## src/rtl/ccu_mu_arbiter.sv

```systemverilog
// ccu_mu_arbiter: round-robin memory-unit arbiter with grant lock and sticky write-back/access pairing
package ccu_mu_pkg;
  typedef enum logic [1:0] {
    SEND_AXI_REQ_R,
    SEND_AXI_REQ_W,
    SEND_AXI_REQ_WRITE_BACK_R,
    SEND_AXI_REQ_WRITE_BACK_W
  } mu_op_e;
endpackage

module ccu_mu_arbiter
  import ccu_mu_pkg::*;
#(
  parameter int NoReqs = 2,
  parameter int MaxHold = 4,
  parameter type payload_t = logic
) (
  input  logic                        clk_i,
  input  logic                        rst_i,
  input  logic     [NoReqs-1:0]       req_i,
  input  mu_op_e   [NoReqs-1:0]       op_i,
  input  payload_t [NoReqs-1:0]       payload_i,
  input  logic     [NoReqs-1:0]       sticky_i,
  output logic     [NoReqs-1:0]       gnt_o,
  output logic                        mu_req_o,
  output mu_op_e                      mu_op_o,
  output payload_t                    mu_payload_o,
  input  logic                        mu_gnt_i,
  output logic [$clog2(NoReqs)-1:0]   sel_o
);
  localparam int SW = $clog2(NoReqs);
  logic [SW-1:0] rr_q, lock_idx_q, sticky_idx_q, rr_sel, j;
  logic          lock_q, sticky_q, rr_hit, valid, hs;
  logic [3:0]    hold_cnt_q;
  always_comb begin
    rr_hit = 1'b0;
    rr_sel = rr_q;
    j = rr_q;
    for (int k = NoReqs - 1; k >= 0; k--) begin
      j = SW'((int'(rr_q) + k) % NoReqs);
      if (req_i[j]) begin
        rr_hit = 1'b1;
        rr_sel = j;
      end
    end
  end
  assign valid = !rst_i && (lock_q ? req_i[lock_idx_q] : sticky_q ? req_i[sticky_idx_q] : rr_hit);
  assign sel_o = !valid ? rr_q : lock_q ? lock_idx_q : sticky_q ? sticky_idx_q : rr_sel;
  assign mu_req_o = valid;
  assign mu_op_o = valid ? op_i[sel_o] : SEND_AXI_REQ_R;
  assign mu_payload_o = valid ? payload_i[sel_o] : '0;
  assign hs = valid && mu_gnt_i;
  assign gnt_o = hs ? NoReqs'(1) << sel_o : '0;
  always_ff @(posedge clk_i) begin
    if (rst_i) begin
      rr_q <= '0;
      lock_q <= 1'b0;
      lock_idx_q <= '0;
      sticky_q <= 1'b0;
      sticky_idx_q <= '0;
      hold_cnt_q <= '0;
    end else if (hs) begin
      rr_q <= (int'(sel_o) == NoReqs - 1) ? '0 : sel_o + 1'b1;
      lock_q <= 1'b0;
      sticky_q <= sticky_i[sel_o];
      sticky_idx_q <= sel_o;
      hold_cnt_q <= '0;
    end else begin
      if (valid) begin
        lock_q <= 1'b1;
        lock_idx_q <= sel_o;
      end else if (lock_q) begin
        lock_q <= 1'b0;
      end
      if (sticky_q && !req_i[sticky_idx_q]) begin
        hold_cnt_q <= hold_cnt_q + 1'b1;
        if (int'(hold_cnt_q) + 1 >= MaxHold) sticky_q <= 1'b0;
      end
    end
  end
endmodule
```

## config.mk

```make
export PLATFORM = sky130hd
export DESIGN_NAME = ccu_mu_arbiter
export DESIGN_NICKNAME = d
export VERILOG_FILES = /design/src/rtl/ccu_mu_arbiter.sv
export SDC_FILE = /design/constraint.sdc
export NUM_CORES = 1
export LEC_CHECK = 0
export ABC_CLOCK_PERIOD_IN_PS = 3700
export CAP_MARGIN = 5
export CORE_MARGIN = 1
export CORE_UTILIZATION = 40
export CTS_BUF_LIST = sky130_fd_sc_hd__clkbuf_4
export CTS_CLUSTER_DIAMETER = 100
export DETAILED_ROUTE_END_ITERATION = 8
export PLACE_DENSITY = 0.8
export SLEW_MARGIN = 25
export SYNTH_ARGS = -nofsm -noshare
export SYNTH_HDL_FRONTEND = slang
export SYNTH_SLANG_ARGS = --single-unit
```

## constraint.sdc

```tcl
create_clock -name clk_i -period 3.7 [get_ports clk_i]
set_input_delay 0.555 -clock clk_i [delete_from_list [all_inputs] [get_ports clk_i]]
set_output_delay 0.555 -clock clk_i [all_outputs]
set_load 0.005 [all_outputs]
```

-- Word level (Yosys, flattened, before mapping)
Index checks and enable logic that the tools add are counted.
- register bits after elaboration: 9
- output and inout port bits: 7
- add/sub/neg operators: 4
- order comparisons: 6
- shift operators: 1
- muxes and demuxes: 31
- bitwise operators: 1
- reduce and logical (&&, ||, !) cells: 10
- operators by type and width (operator ; number):
    $mux W1 ; 27
    $lt A1 B2 Y1 const B ; 5
    $mux W2 ; 4
    $add A4 B1 Y5 const B ; 1
    $ge A5 B3 Y1 const B ; 1
    $add A4 B1 Y4 const B ; 1
    $reduce_and A2 Y1 ; 2
    $reduce_bool A2 Y1 ; 2
    $logic_and A1 B1 Y1 ; 3
    $add A1 B1 Y1 const B ; 2
    $logic_not A1 Y1 ; 2
    $reduce_or A2 Y1 ; 1
    $shl A1 B1 Y2 const A ; 1
    $not A1 Y1 ; 1

-- Depth between registers and ports, before layout
- depth in word-level cells: 12
- depth in mapped cells: 5
- depth with buffers taken out: 5

-- Worst setup path after synthesis
No wires, ideal clock.
- kind: input-to-output
- start point: input req_i[0]
- end point: output gnt_o[0]
- arrival: 1.547 ns
- required time: 3.145 ns
- slack: 1.598 ns
- cell stages on the path: 4
- cell sequence: a21bo_1 a2111oi_4 a21boi_4 and2_1
- longest elaborated chain between the ends: 10
- elaborated cells on any way between the ends: 21
- RTL lines (what ; line ; text):
    from (decl) ; 20 ; input logic [NoReqs-1:0] req_i,
    $mux W1 (not written as such) (2 in series) ; 41 ; if (req_i[j]) begin
    $mux W1 (2 in series) ; 41 ;
    $mux W1 (2 in series) ; 47 ; assign valid = !rst_i && (lock_q ? req_i[lock_idx_q] : sticky_q ? req_i[sticky_idx_q] : rr_hit);
    $logic_and A1 B1 Y1 ; 47 ;
    $mux W1 ; 48 ; assign sel_o = !valid ? rr_q : lock_q ? lock_idx_q : sticky_q ? sticky_idx_q : rr_sel;
    $shl A1 B1 Y2 ; 53 ; assign gnt_o = hs ? NoReqs'(1) << sel_o : '0;
    $mux W2 * ; 53 ;
    to (decl) ; 24 ; output logic [NoReqs-1:0] gnt_o,
Mark *: on every way between the ends. The rest lies on a longest branch, timed or not. The select of a mux whose other input is x is not followed.

-- Final worst setup path
Same ends and word-level chain as after synthesis.

==> results_dict.tcl <==
set metrics [dict create \
    status "finished clean" \
    cts_buffers 3 \
    dieWidth_um 42.7 \
    synth_seq_cells 9 \
    port-buffer-count 19 \
    switchingPower_mw 0.0815 \
    path_common_cell "clkdlybuf4s50_1" \
    timing.reg2reg.setup_slack_ns 2.13 \
    gp_congestion 0.816 \
    critPathKind "primary input to output port" \
    grt_pass1_wl_mm 2.55 \
    synth-async-reset-ratio_pct 0 \
    setup_violations 0 \
    initial_core_util_pct 43.4 \
    synth_edf_count 0 \
    ctsResizeCount 0 \
    p_seq_share_pct 39.8 \
    h-tree-depth 1 \
    fin_tns_setup_ns 0 \
    clockBufferDepth 2 \
    finalCoreUtilization_pct 58.9 \
    worst_setup_path_end_kind "output port" \
    die-area_um2 1820 \
    cp-start-kind "primary input" \
    cts_sinks 9 \
    cts_tree "built" \
    required_ns 3.14 \
    first_global_vias 600 \
    slew_violations 0 \
    rows 14 \
    ir_drop_v 0.000176 \
    die_y_um 42.7 \
    slowest_stage "clkdlybuf4s50_1" \
    ys_dominant_reg_cell "dfxtp_1" \
    cts_hold_buf 0 \
    cp_num_buf_inv 2 \
    drtIter0Drc 18 \
    postRouteAntennaNets 0 \
    worstMarginPinSlew_ns 0.420 \
    grt_start_max_net_pins 10 \
    cp_slowest_stage_delay_ns 0.55 \
    skew_ns 0.00852 \
    synthMuxAreaShare_pct 3.78 \
    register_area_um2 180 \
    power_density_nw_per_um2 310 \
    io-pin-count 20 \
    antenna_cells 0 \
    fmax_ghz 0.310 \
    syn_nets 95 \
    clk_pin_slew_worst_paths_ns 0.07 \
    layout.cells.non_filler 118 \
    area_delta_synth_final_pct 35.7 \
    yosys.area_share.adder_pct 3.78 \
    rsz0062_at_grt "no" \
    wl_mm 1.45 \
    synthCells 80 \
    min_path_type "register to register" \
    worst_r2r_path_depth 4 \
    final_nets 118 \
    overflow 0 \
    pwr-share-clk_pct 30.5 \
    grt.total_usage_pct 18.8 \
    max_cap_viol_count 0 \
    synth-simple-area-share_pct 25.7 \
    ys.warnings.count 0 \
    synth.distinct_cells 36 \
    syn-cell-area_um2 662 \
    hold_viol_final 0 \
    dr.pass1.iters 4 \
    cp.depth 6 \
    dp_hpwl_mm 1.14 \
    postCtsSetupBuffers 0 \
    p_comb_share_pct 29.7 \
    leakagePower_nw 0.366 \
    syn_avg_cell_area_um2 8.27 \
    core-area_um2 1520 \
    fin_crit_sh_pct 87.2 \
    slew_headroom_pct 71.4 \
    dp_cells 114 \
    multi_input_area_um2 452 \
    antenna_found_initial 0 \
    vias 663 \
    synth_seq_area_share_pct 27.2 \
    synth_top_family_by_area "compound AO/OA/AOI/OAI gates" \
    power.internal_mw 0.197 \
    cpLargestDelayFamily "buffers and inverters" \
    cp_max_fo 6 \
    critical_path.cell_chain "clkdlybuf4s50_1 -> a21bo_1 -> a2111oi_4 -> a21boi_4 -> and2_1 -> clkdlybuf4s50_1" \
    synth_compound_area_share_pct 31.0 \
    worstHoldPathCells 2 \
    clock_latency_ns 0.26 \
    drt-vias-per-instance 5.62 \
    drive_above_1_share_pct 11.8 \
    wl_per_cell_um 12.2 \
    post-route-drc-count 0 \
    synth-xor-area-share_pct 3.97 \
    arrival_ns 2.67 \
    p_sw_share_pct 29.3 \
    num-fill-cells 140 \
    fin_crit_ns 3.23 \
    root_buffer "clkbuf_4" \
]
==> final timing paths <==
path / to / startpoint
max reg2reg: sticky_idx_q / sticky_idx_q
min reg2reg: rr_q / rr_q
max: gnt_o[0] / req_i[0]
min: rr_q / rr_q
==> cell type report <==
| class | count | area share, % |
|---|---|---|
| timing repair buffer | 19 | 21.2 |
| tap | 16 | 2.23 |
| multi-input combinational | 63 | 50.3 |
| clock buffer | 4 | 3.34 |
| sequential | 9 | 20.1 |
| inverter | 7 | 2.92 |
==> layer usage <==
metal / global-route usage [%] / wire length (um) / part of all wire [%]
met1: 22.0 / 602 / 42
met2: 30.0 / 722 / 50
met3: 5.96 / 83 / 5.7
met4: 10.0 / 37 / 2.6
met5: 0 / 0 / 0
==> registers in the layout (all words and copies together), names as in the netlist <==
name / flops
sticky_idx_q: 1
hold_cnt_q: 4
sticky_q: 1
lock_idx_q: 1
lock_q: 1
rr_q: 1
==> synth_stat cells (2+ instances only) <==
cell	instances	area share, %
dfxtp_1	9	27
inv_1	7	4.0
nand2_1	6	3.4
nand3_1	6	4.5
nor2_1	6	3.4
o21ai_0	6	4.5
a21oi_1	5	3.8
and2_1	4	3.8
ha_1	2	3.8
o2bb2ai_1	2	2.6
xor2_1	2	2.6
==> layout by cell type (no fill, tap or decap), types with 2 or more instances in the layout <==
cell             netlist  routed
clkdlybuf4s50_1        0      19
o21ai_0                6       6
inv_1                  7       7
o2bb2ai_1              2       2
clkbuf_4               0       4
a21oi_1                5       5
nand3_1                6       6
nor2_1                 6       6
ha_1                   2       2
xor2_1                 2       2
dfxtp_1                9       9
nand2_1                6       6
and2_1                 4       4
==> cell families after synthesis <==
| group | after synthesis |
|---|---|
| muxes | 2 |
| xor gates and xnor gates | 3 |
| AOI/OAI and AO/OA | 25 |
| adders and majority gates | 2 |
| DFF | 9 |
| buffers and inverters | 8 |
| and+or+nand+nor | 31 |
==> through the flow <==
| step | cell area, um2 | worst slack (ns) | power, mW | hold WS, ns |
|---|---|---|---|---|
| 3_5_place_dp | 868 | 0.472 | 0.195 | 0.478 |
| 2_1_floorplan | 662 | 1.60 | 0.159 | 0.446 |
| 5_1_grt | 898 | 0.362 | 0.298 | 0.512 |
| 3_3_place_gp | 868 | 0.488 | 0.195 | 0.473 |
| 4_1_cts | 898 | 0.467 | 0.281 | 0.485 |
| 6_report | 898 | 0.473 | 0.279 | 0.478 |
==> power groups by stage <==
stage	clock network, mW	registers [mW]	logic, mW
floorplan	0	0.109	0.0495
global placement	0	0.113	0.0816
detailed placement	0	0.113	0.0823
CTS	0.0875	0.111	0.0830
global route	0.0941	0.112	0.0913
finish	0.0851	0.111	0.0827
==> worst min-delay path, delay by kind of cell, from the launching register on <==
family / cells / cell delay (ns)
AOI/OAI and AO/OA: 1 / 0.05
DFF: 1 / 0.33
buffers and inverters: 1 / 0.06
(Power assumes the default switching activity.)
